**config.mk**
```make
export PLATFORM = sky130hd
export DESIGN_NAME = regfile_scoreboard
export DESIGN_NICKNAME = d
export VERILOG_FILES = /design/src/rtl/regfile_scoreboard.sv
export SDC_FILE = /design/constraint.sdc
export NUM_CORES = 1
export LEC_CHECK = 0
export CAP_MARGIN = 10
export CORE_AREA = 8 8 104 178
export DETAILED_ROUTE_END_ITERATION = 6
export DIE_AREA = 0 0 112 186
export PLACE_DENSITY = 0.77
export REMOVE_ABC_BUFFERS = 1
export SYNTH_ARGS = -nofsm -noshare
export SYNTH_HDL_FRONTEND = slang
export SYNTH_SLANG_ARGS = --single-unit
```
**constraint.sdc**
```tcl
create_clock -name Clock -period 6.24 [get_ports Clock]
set_input_delay 0.624 -clock Clock [delete_from_list [all_inputs] [get_ports Clock]]
set_output_delay 0.624 -clock Clock [all_outputs]
set_load 0.02 [all_outputs]
```
**src/rtl/regfile_scoreboard.sv**
```systemverilog
// Register file with combinational read ports, one clocked write port and a
// per-register busy scoreboard that raises Stall on a RAW hazard.
module regfile_scoreboard #(
  parameter int WIDTH    = 16,
  parameter int DEPTH    = 8,
  parameter int AW       = $clog2(DEPTH),
  parameter bit ZERO_REG = 1'b1,
  parameter bit BYPASS   = 1'b1
) (
  input  logic             Clock,
  input  logic             Reset,
  input  logic [AW-1:0]    RS,
  input  logic [AW-1:0]    RT,
  input  logic             UseRS,
  input  logic             UseRT,
  output logic [WIDTH-1:0] ReadRS,
  output logic [WIDTH-1:0] ReadRT,
  input  logic [AW-1:0]    RD,
  input  logic             RegWrite,
  input  logic [WIDTH-1:0] WriteData,
  input  logic             IssueValid,
  input  logic [AW-1:0]    IssueRD,
  output logic             Stall,
  output logic [DEPTH-1:0] BusyMask
);

  logic [WIDTH-1:0] regs [DEPTH];
  logic [DEPTH-1:0] busy;

  logic rsIsZero, rtIsZero;
  logic rsMatchWr, rtMatchWr;
  logic writeEn, issueEn;
  logic hzA, hzB;

  assign rsIsZero  = ZERO_REG && (RS == '0);
  assign rtIsZero  = ZERO_REG && (RT == '0);
  assign rsMatchWr = BYPASS && RegWrite && (RD == RS);
  assign rtMatchWr = BYPASS && RegWrite && (RD == RT);

  assign writeEn = RegWrite && !(ZERO_REG && (RD == '0));
  assign issueEn = IssueValid && !Stall && !(ZERO_REG && (IssueRD == '0));

  // Busy is cleared asynchronously, so no explicit Reset gating is needed here.
  assign hzA   = UseRS && busy[RS] && !rsMatchWr;
  assign hzB   = UseRT && busy[RT] && !rtMatchWr;
  assign Stall = hzA || hzB;

  assign BusyMask = busy;

  always_ff @(posedge Clock or posedge Reset) begin
    if (Reset) begin
      regs <= '{default: '0};
      busy <= '0;
    end else begin
      if (writeEn) begin
        regs[RD] <= WriteData;
        busy[RD] <= 1'b0;
      end
      // Issued after the write so a same-edge set wins over the clear.
      if (issueEn) busy[IssueRD] <= 1'b1;
    end
  end

  always_comb begin
    ReadRS = regs[RS];
    if (rsIsZero)                 ReadRS = '0;
    else if (rsMatchWr && !Reset) ReadRS = WriteData;
  end

  always_comb begin
    ReadRT = regs[RT];
    if (rtIsZero)                 ReadRT = '0;
    else if (rtMatchWr && !Reset) ReadRT = WriteData;
  end

endmodule

```
After elaboration in Yosys (flattened, before gate mapping)
Cells that the tools add are included.
- output and inout port bits: 41
- bits of input ports: 34
- logic and storage cells: 75
- flip-flop bits (word level): 136
- eq/ne operators: 2
- $lt $le $gt $ge: 10
- mux-type cells: 23
- reductions and logical operators: 25
- bitwise operators: 6
- operators with widths (operator ; number):
    $mux W16 ; 9
    $bwmux W128 ; 1
    $bmux W16 S3 ; 2
    $demux W16 S3 ; 1
    $lt A3 B4 Y1 const B ; 4
    $mux W8 ; 2
    $logic_and A1 B1 Y1 ; 14
    $ge A4 B4 Y1 const B ; 3
    $logic_not A3 Y1 ; 4
    $not A3 Y4 ; 3
    $and A8 B8 Y8 ; 1
    $not A8 Y8 ; 1
    $or A8 B8 Y8 ; 1
    $bmux W1 S3 ; 2
    $demux W1 S3 ; 2
    $eq A3 B3 Y1 ; 2
    $ge A3 B1 Y1 const B ; 2
    $logic_not A1 Y1 ; 6
    $lt A4 B1 Y1 const B ; 1
    $mux W1 ; 4
    $logic_or A1 B1 Y1 ; 1

Logic depth before layout (Yosys ltp)
Gate-level depths: netlist of run 1.
- word-level depth: 9
- depth in mapped cells: 7
- mapped depth without buffers: 5

Worst setup path before layout of run 1
Ideal clock, no wire load.
- path kind: input -> output
- start: in Reset
- end: out ReadRS[10]
- arrival: 4589 ps
- buffers on the path: 1
- data required time: 5616 ps
- path slack: 1027 ps
- cell stages on the path: 4
- cells stage by stage: inv_1 > nand2b_4 > buf_2 > a211oi_1
- longest elaborated chain between the ends: 4
- RTL lines (element ; line ; text):
    from (decl) ; 11 ; input logic Reset,
    $logic_not A1 Y1 ; 67 ; else if (rsMatchWr && !Reset) ReadRS = WriteData;
    $logic_and A1 B1 Y1 ; 67 ;
    $mux W16 ; 67 ;
    $mux W16 ; 66 ; if (rsIsZero) ReadRS = '0;
    to (decl) ; 16 ; output logic [WIDTH-1:0] ReadRS,
Every way passes these cells.

Final worst setup path of run 1
- start: in RS[0]
- end: out ReadRS[13]
- longest elaborated chain between the ends: 6
- elaborated cells on any way between the ends: 10
- those cells by class: eq/ne: 1; mux: 5; bitwise: 1; reduce/logical: 3
- RTL lines (element ; line ; text):
    from (decl) ; 12 ; input logic [AW-1:0] RS,
    $not A3 Y4 (implied by the code) ; 65 ; ReadRS = regs[RS];
    $bmux W16 S3 ; 65 ;
    $mux W16 (implied by the code) (2 in a row) ; 65 ;
    $mux W16 ; 67 ;
    $mux W16 (*) ; 66 ;
Every way passes the cells marked *; elsewhere a longest branch is shown, timed or not. The select of a mux whose other input is x is not followed.

==> impl_metrics.json, run 1 <==
{
  "grt_overflow_total": 0,
  "tns_ns": 0,
  "wl_um": 19500,
  "hold_violations": 0,
  "root_buffer": "clkbuf_16",
  "swShare": 0.284,
  "synth_edf_count": 0,
  "vias_per_cell": 6.33,
  "gp_congestion": 0.792,
  "core_area_mm2": 0.0161,
  "critical_path.startpoint_type": "primary input",
  "wl_met3_um": 1060,
  "area_delta_synth_final_pct": 15.0,
  "drc": 0,
  "max-cap-violations": 0,
  "cts.sink_count": 136,
  "cts_max_level": 4,
  "ys.flop_type": "dfrtp_1",
  "synth.distinct_cells": 38,
  "grt_pass1_vias": 5422,
  "avgRoutedWirePerCell_um": 25.2,
  "synth_top_cell_by_area": "dfrtp_1",
  "cpPeakStageDelay_ns": 0.72,
  "pwr-share-seq": 0.396,
  "cts_made_buffers": 17,
  "crit_buf_inv": 3,
  "fillers": 1275,
  "vias": 4900,
  "p_total_mw": 3.01,
  "tightestPinTransition_ns": 1.16,
  "clkTransAtPathRegs_ns": 0.05,
  "slew_headroom": 0.221,
  "cp_max_fo": 32,
  "die_x_um": 112,
  "critPathArrivalTime_ns": 3.65,
  "fin_hold_ws_ns": 0.399,
  "grt_usage": 0.195,
  "period_share": 0.684,
  "clockBufferDepth": 2,
  "drtPass1Iterations": 4,
  "p_leak_nw": 3.79,
  "p_int_mw": 2.15,
  "switchingPower_mw": 0.855,
  "design_area_mm2": 0.00907,
  "slowest_stage": "buf_2",
  "grt_pass1_wl_um": 31000,
  "rsz0062_at_grt": "false",
  "crit_family": "buffers and inverters",
  "core.rowCount": 62,
  "initial_core_util": 0.489,
  "dieArea_mm2": 0.0208,
  "grt_max_degree": 77,
  "async_reset_ff_frac": 1.00,
  "final.setup_skew_ns": 0.00137,
  "portBuffers": 74,
  "final_layout_size_suffix_gt1_frac": 0.349,
  "fin_crit_ns": 4.27,
  "end_kind": "output pin",
  "synthTopCellsByCount": "dfrtp_1 (136), mux2_2 (71), mux4_2 (54)",
  "insertion_delay_ns": 0.42,
  "synth_area_mm2": 0.00789,
  "ir_worst_vdd_uv": 171,
  "wl_met2_um": 10800,
  "cp_cell_sequence": "buf_2, buf_4, xnor2_1, nand4_1, nand2b_4, a211oi_1, clkdlybuf4s50_1",
  "synth_top_cell_area_share": 0.431,
  "cts_hold_buf": 0,
  "setup_viol": 0,
  "power_frac_clock": 0.338,
  "min_path_type": "register to register",
  "ant_nets": 0,
  "dp.cells": 743,
  "antenna_found_initial": 0,
  "die_y_um": 186,
  "power_density_mw_per_mm2": 332,
  "cts-resized-gates": 0,
  "ys_warn_count": 0,
  "required_ns": 5.62,
  "synth_area_leaders": "dfrtp_1 (43%), mux4_2 (15%), mux2_2 (10%)",
  "drt-met1-wl_um": 7170,
  "seq_area_frac_synth": 0.431,
  "nets": 604,
  "finalMaxSlewViolations": 0,
  "share_comb_of_total_power": 0.266,
  "initialDrtViolationCount": 272,
  "synthesis.instances": 526,
  "yosysMostFrequentCell": "dfrtp_1",
  "final_cells": 774,
  "hpwl_um": 12500,
  "crit_type": "primary input to output pin",
  "dpl_cell_area_mm2": 0.00848,
  "routed.top_layer": "met4",
  "synth-seq-cells": 136,
  "io_pins": 75,
  "diodes": 0,
  "cts_tree": "done",
  "fmax_mhz": 234,
  "cts_setup_buffers": 0,
  "post_synth.cell_area_avg_um2": 15.0,
  "status": "finished, final reports clean"
}
[per-stage QoR]
step	utilization	setup slack (ns)
2_1_floorplan	-	0.650
3_3_place_gp	0.525	1.98
3_5_place_dp	0.525	1.96
4_1_cts	0.562	1.90
5_1_grt	0.562	1.79
6_report	0.562	1.97
[sequential cells by signal (all words and copies together) (netlist names)]
register  cells
BusyMask      8
regs        128
[cell usage in the layout, fill, tap and decap left out, types with 3 or more instances in the layout]
cell,synthesis,routed
a211oi_1,31,31
a32o_1,6,6
and2_1,3,3
buf_2,14,4
buf_4,9,10
bufinv_16,0,3
clkbuf_16,0,17
clkdlybuf4s50_1,0,70
clkinv_2,0,5
clkinvlp_4,0,3
dfrtp_1,136,136
inv_1,4,3
mux2_1,32,32
mux2_2,71,71
mux2_4,11,11
mux2i_1,38,38
mux4_1,10,10
mux4_2,54,54
nand3_1,4,4
nand3b_1,4,4
nor2_1,26,26
nor2_2,7,7
nor2b_1,4,4
xnor2_1,6,6
[kinds of logic (layout without fill, tap and decap cells)]
logic type | count (synthesis) | in the layout | synth area share
muxes | 216 | 216 | 0.404
DFF | 136 | 136 | 0.431
and+or+nand+nor | 63 | 63 | 0.0517
buffers and inverters | 63 | 119 | 0.0598
AOI/OAI and AO/OA | 42 | 42 | 0.0466
xor gates and xnor gates | 6 | 6 | 0.00666
[worst paths after layout]
check / slack [ns] / depth (start not counted) / start / to
max in group asynchronous: 4.08 / 3 / Reset / regs[32]$_DFFE_PP0P_
setup reg to reg: 4.77 / 4 / BusyMask[2]$_DFF_PP0_ / BusyMask[2]$_DFF_PP0_
hold reg to reg: 0.40 / 0 / regs[117]$_DFFE_PP0P_ / regs[117]$_DFFE_PP0P_
setup / recovery: 1.97 / 7 / RS[0] / ReadRS[13]
min in group asynchronous: 0.73 / 2 / Reset / regs[79]$_DFFE_PP0P_
hold / removal: 0.40 / 0 / regs[117]$_DFFE_PP0P_ / regs[117]$_DFFE_PP0P_
[worst reg2reg max path, stage by stage (launching register included)]
cell and delay [ns]:
dfrtp_1 0.41, mux2_2 0.28, o311ai_1 0.28, o22a_4 0.26
a41o_1 0.17
[power groups by stage]
stage,clock network (mW),logic [mW],registers [mW]
4_1_cts,1.03,0.812,1.19
5_1_grt,1.07,0.854,1.21
3_3_place_gp,0,0.790,1.18
6_report,1.02,0.801,1.19
3_5_place_dp,0,0.806,1.20
2_1_floorplan,0,0.512,1.16
[area by class of cell]
| type | count | area (um^2) | area share |
|---|---|---|---|
| clock buffer | 18 | 439 | 0.0484 |
| clock inverter | 13 | 155 | 0.0171 |
| inverter | 4 | 17.5 | 0.00193 |
| multi-input combinational | 327 | 4020 | 0.443 |
| sequential | 136 | 3400 | 0.375 |
| tap | 192 | 240 | 0.0265 |
| timing repair buffer | 84 | 796 | 0.0877 |
[metal layers]
layer  up-vias  global-route usage
met5         -                   0
met1      2590               0.218
li1       2119                   -
met2       165               0.359
met3        26              0.0305
met4         0              0.0890
(Power assumes the default switching activity.)
==> run 2: changes to the inputs <==
- clock period: 6.24 -> 4.4 ns (I/O delays scaled with it)
==> run 2 against run 1 <==
Net effect:
- die area did not move
- sequential power up 42%
- setup slack got worse by 1.1 ns
- clock power rose by 38%
- routed wire length is 1.9% higher
- critical path depth fell by 1
- power up 41%
- utilization grew 0.16 points
==> impl_metrics.json, run 2 (synthesis results as in run 1) <==
{
  "status": "finished, final reports clean",
  "cts_made_buffers": 17,
  "period_share": 0.810,
  "required_ns": 3.96,
  "rsz0062_at_grt": "false",
  "layout_common_cells": "dfrtp_1 (136), mux2_2 (71), clkdlybuf4s50_1 (70)",
  "fin_crit_ns": 3.57,
  "hpwl_um": 13000,
  "dpl_cell_area_mm2": 0.00851,
  "cts_max_level": 4,
  "cts.sink_count": 136,
  "final.setup_skew_ns": 0.000767,
  "io_pins": 75,
  "drc": 0,
  "p_leak_nw": 3.80,
  "initialDrtViolationCount": 293,
  "grt_usage": 0.200,
  "clockBufferDepth": 2,
  "ant_nets": 0,
  "gp_congestion": 0.801,
  "end_kind": "output pin",
  "grt_max_degree": 74,
  "cts-resized-gates": 0,
  "critical_path.startpoint_type": "primary input",
  "final_util": 0.564,
  "critPathArrivalTime_ns": 3.13,
  "fmax_mhz": 281,
  "cts_tree": "done",
  "core_area_mm2": 0.0161,
  "slew_headroom": 0.384,
  "diodes": 0,
  "largest_reg_flops": 128,
  "die_x_um": 112,
  "grt_overflow_total": 0,
  "design_area_mm2": 0.00910,
  "ir_worst_vdd_uv": 248,
  "finalMaxSlewViolations": 0,
  "max-cap-violations": 0,
  "hold_violations": 0,
  "clkTransAtPathRegs_ns": 0.06,
  "reg2reg_depth": 4,
  "die_y_um": 186,
  "insertion_delay_ns": 0.41,
  "initial_core_util": 0.489,
  "cts_hold_buf": 0,
  "fillers": 1290,
  "final_common_cell": "dfrtp_1",
  "cts_setup_buffers": 0,
  "top_register": "regs",
  "dieArea_mm2": 0.0208,
  "core.rowCount": 62,
  "final_layout_size_suffix_gt1_frac": 0.354,
  "area_delta_synth_final_pct": 15.3,
  "whs_path_depth": 0,
  "vias_per_cell": 6.34,
  "setup_viol": 0,
  "dp_slack_ns": 0.870,
  "power_density_mw_per_mm2": 466,
  "nets": 609,
  "grt_pass1_wl_um": 31500,
  "final_cells": 780,
  "cp_max_fo": 32,
  "root_buffer": "clkbuf_16",
  "tns_ns": 0,
  "portBuffers": 74,
  "wl_um": 19800,
  "timing.final.ws_setup_ns": 0.835,
  "min_path_type": "register to register",
  "tightestPinTransition_ns": 0.924,
  "vias": 4942,
  "dp.cells": 748,
  "avgRoutedWirePerCell_um": 25.4,
  "antenna_found_initial": 0,
  "grt_pass1_vias": 5454,
  "drtPass1Iterations": 4,
  "crit_type": "primary input to output pin"
}
run 2: cell count changes in the layout (fill, tap and decap cells not counted), sizes merged:
| cell | before | now |
|---|---|---|
| clkinvlp | 3 | 5 |
| clkbuf | 18 | 19 |
| inv | 4 | 6 |
| bufinv | 3 | 2 |
| clkinv | 7 | 4 |
| buf | 14 | 19 |
run 2: final timing paths:
path / startpoint / endpoint / slack (ns)
max: RD[1] / ReadRT[12] / 0.83
min: regs[122]$_DFFE_PP0P_ / regs[122]$_DFFE_PP0P_ / 0.40
max reg2reg: BusyMask[2]$_DFF_PP0_ / BusyMask[4]$_DFF_PP0_ / 2.89
min reg2reg: regs[122]$_DFFE_PP0P_ / regs[122]$_DFFE_PP0P_ / 0.40
max in group asynchronous: Reset / regs[103]$_DFFE_PP0P_ / 2.18
min in group asynchronous: Reset / regs[80]$_DFFE_PP0P_ / 0.78
run 2: routing by layer:
layer,routed length [um],track usage,part of all wire
met4,527,0.0869,0.027
met3,973,0.0305,0.049
met2,11000,0.374,0.55
met5,0,0,0
met1,7340,0.219,0.37
run 2: final cells by class:
class | instances | area [um^2] | share of cell area
Timing Repair Buffer | 89 | 833 | 0.0916
Multi-Input combinational cell | 327 | 4010 | 0.441
Clock buffer | 19 | 443 | 0.0487
Clock inverter | 13 | 146 | 0.0161
Sequential cell | 136 | 3400 | 0.374
Tap cell | 192 | 240 | 0.0264
Inverter | 4 | 17.5 | 0.00193
run 2: power by group:
group,internal (mW),total (mW),switching (mW)
registers,1.50,1.69,0.190
logic,0.659,1.14,0.485
clock network,0.854,1.41,0.552
total,3.01,4.24,1.23
run 2: stage by stage:
step | power [mW] | hold slack (ns)
finish | 4.24 | 0.396
global route | 4.42 | 0.416
CTS | 4.27 | 0.398
detailed placement | 2.85 | 0.385
global placement | 2.80 | 0.378
floorplan | 2.38 | 0.365
run 2: worst max-delay path: stages:
cell	delay [ns]
clkdlybuf4s50_1	0.80
xnor2_1	0.19
nand4_1	0.16
nand2b_4	0.39
a211oi_1	0.45
clkdlybuf4s50_1	0.70
==> run 3: changes to the inputs <==
- clock period: 4.4 -> 3.5 ns (I/O delays scaled with it)
==> run 3 against run 2 <==
Net effect:
- cell count increased by 1.0%
- register-to-register slack got worse by 0.89 ns
- highest routed layer unchanged
- combinational power increased by 26%
- die area unchanged
- power increased by 25%
==> impl_metrics.json, run 3 (synthesis results as in run 1) <==
{
  "p_total_mw": 5.29,
  "wl_um": 20200,
  "antenna_found_initial": 0,
  "drc": 0,
  "crit_top_cell": "clkdlybuf4s50_1",
  "top_register": "regs",
  "insertion_delay_ns": 0.41,
  "cts_tree": "done",
  "grt_pass1_wl_um": 31600,
  "setup_viol": 0,
  "hpwl_um": 13200,
  "area_delta_synth_final_pct": 16.1,
  "die_y_um": 186,
  "largest_reg_flops": 128,
  "critical_path.startpoint_type": "primary input",
  "tightestPinTransition_ns": 1.01,
  "period_share": 0.893,
  "initialDrtViolationCount": 253,
  "fin_hold_ws_ns": 0.400,
  "cp_cell_sequence": "clkdlybuf4s50_1, xnor2_1, nand4_1, nand2b_4, buf_4, nor2_1, a211oi_1, clkdlybuf4s50_1",
  "clockBufferDepth": 2,
  "cpPeakStageDelay_ns": 0.68,
  "drtPass1Iterations": 4,
  "layout_common_cells": "dfrtp_1 (136), mux2_2 (71), clkdlybuf4s50_1 (70)",
  "grt_usage": 0.202,
  "cts_setup_buffers": 0,
  "max-cap-violations": 0,
  "fmax_mhz": 320,
  "gp_congestion": 0.782,
  "final_layout_size_suffix_gt1_frac": 0.364,
  "vias": 5015,
  "min_path_type": "register to register",
  "die_x_um": 112,
  "cts-resized-gates": 0,
  "cts_max_level": 4,
  "ant_nets": 0,
  "critPathArrivalTime_ns": 2.77,
  "p_leak_nw": 3.84,
  "crit_type": "primary input to output pin",
  "core.rowCount": 62,
  "required_ns": 3.15,
  "portBuffers": 74,
  "power_density_mw_per_mm2": 578,
  "dieArea_mm2": 0.0208,
  "root_buffer": "clkbuf_16",
  "finalMaxSlewViolations": 0,
  "ir_worst_vdd_uv": 322,
  "fin_crit_ns": 3.12,
  "hold_violations": 0,
  "grt_pass1_vias": 5574,
  "cts_made_buffers": 17,
  "cts_hold_buf": 0,
  "nets": 618,
  "fillers": 1286,
  "status": "finished, final reports clean",
  "grt_overflow_total": 0,
  "final.setup_skew_ns": 0.00258,
  "tns_ns": 0,
  "grt_max_degree": 81,
  "final_common_cell": "dfrtp_1",
  "clkTransAtPathRegs_ns": 0.06,
  "end_kind": "output pin",
  "core_area_mm2": 0.0161,
  "rsz0062_at_grt": "false",
  "initial_core_util": 0.489,
  "slew_headroom": 0.326,
  "cts.sink_count": 136,
  "io_pins": 75,
  "vias_per_cell": 6.36,
  "avgRoutedWirePerCell_um": 25.7,
  "diodes": 0,
  "slowest_stage": "clkdlybuf4s50_1",
  "cp_max_fo": 21
}
[run 3: cell types whose count changed in the layout (fill, tap and decap cells not counted), sizes merged]
| cell | change |
|---|---|
| inv | +5 |
| clkinv | -3 |
| clkbuf | -2 |
| buf | +9 |
| bufinv | -1 |
[run 3: critical path, delay by kind of cell]
kind            cells  cell delay, ns
buf+inv             3            1.37
simple gates        3            0.52
compound gates      1            0.36
xor+xnor            1            0.17
[run 3: power by group]
group	leakage, nW	internal [mW]	switching (mW)
registers	1.67	1.88	0.247
clock network	0.262	0.991	0.729
logic	1.91	0.836	0.608
[run 3: per-layer routing]
metal,track usage,wire length (um),up-vias
li1,-,-,2141
met1,0.210,7210,2645
met2,0.377,11300,179
met3,0.0429,989,50
met4,0.104,771,0
met5,0,0,-
[run 3: through the flow]
step | cell area, um^2 | worst slack (ns) | util | instances
2_1_floorplan | 7430 | -1.54 | - | 467
4_1_cts | 9160 | 0.333 | 0.567 | 788
6_report | 9160 | 0.375 | 0.567 | 788
3_3_place_gp | 8580 | 0.318 | 0.532 | 756
3_5_place_dp | 8590 | 0.363 | 0.532 | 757
5_1_grt | 9160 | 0.260 | 0.567 | 788
[run 3: area by class of cell]
type                       instances  area (um^2)  area share
tap                              192          240      0.0262
clock inverter                    14          140      0.0153
multi-input combinational        327         4010       0.438
timing repair buffer              98          917       0.100
inverter                           4         17.5     0.00191
sequential                       136         3400       0.372
clock buffer                      17          425      0.0465
[run 3: final timing paths]
check	from	to	slack [ns]	cells past startpoint
min reg2reg	regs[127]$_DFFE_PP0P_	regs[127]$_DFFE_PP0P_	0.40	0
max reg2reg	BusyMask[2]$_DFF_PP0_	BusyMask[5]$_DFF_PP0_	2.00	4
min in group asynchronous	Reset	regs[81]$_DFFE_PP0P_	0.61	3
max in group asynchronous	Reset	BusyMask[6]$_DFF_PP0_	1.38	4
min	regs[127]$_DFFE_PP0P_	regs[127]$_DFFE_PP0P_	0.40	0
max	RD[1]	ReadRS[3]	0.38	8
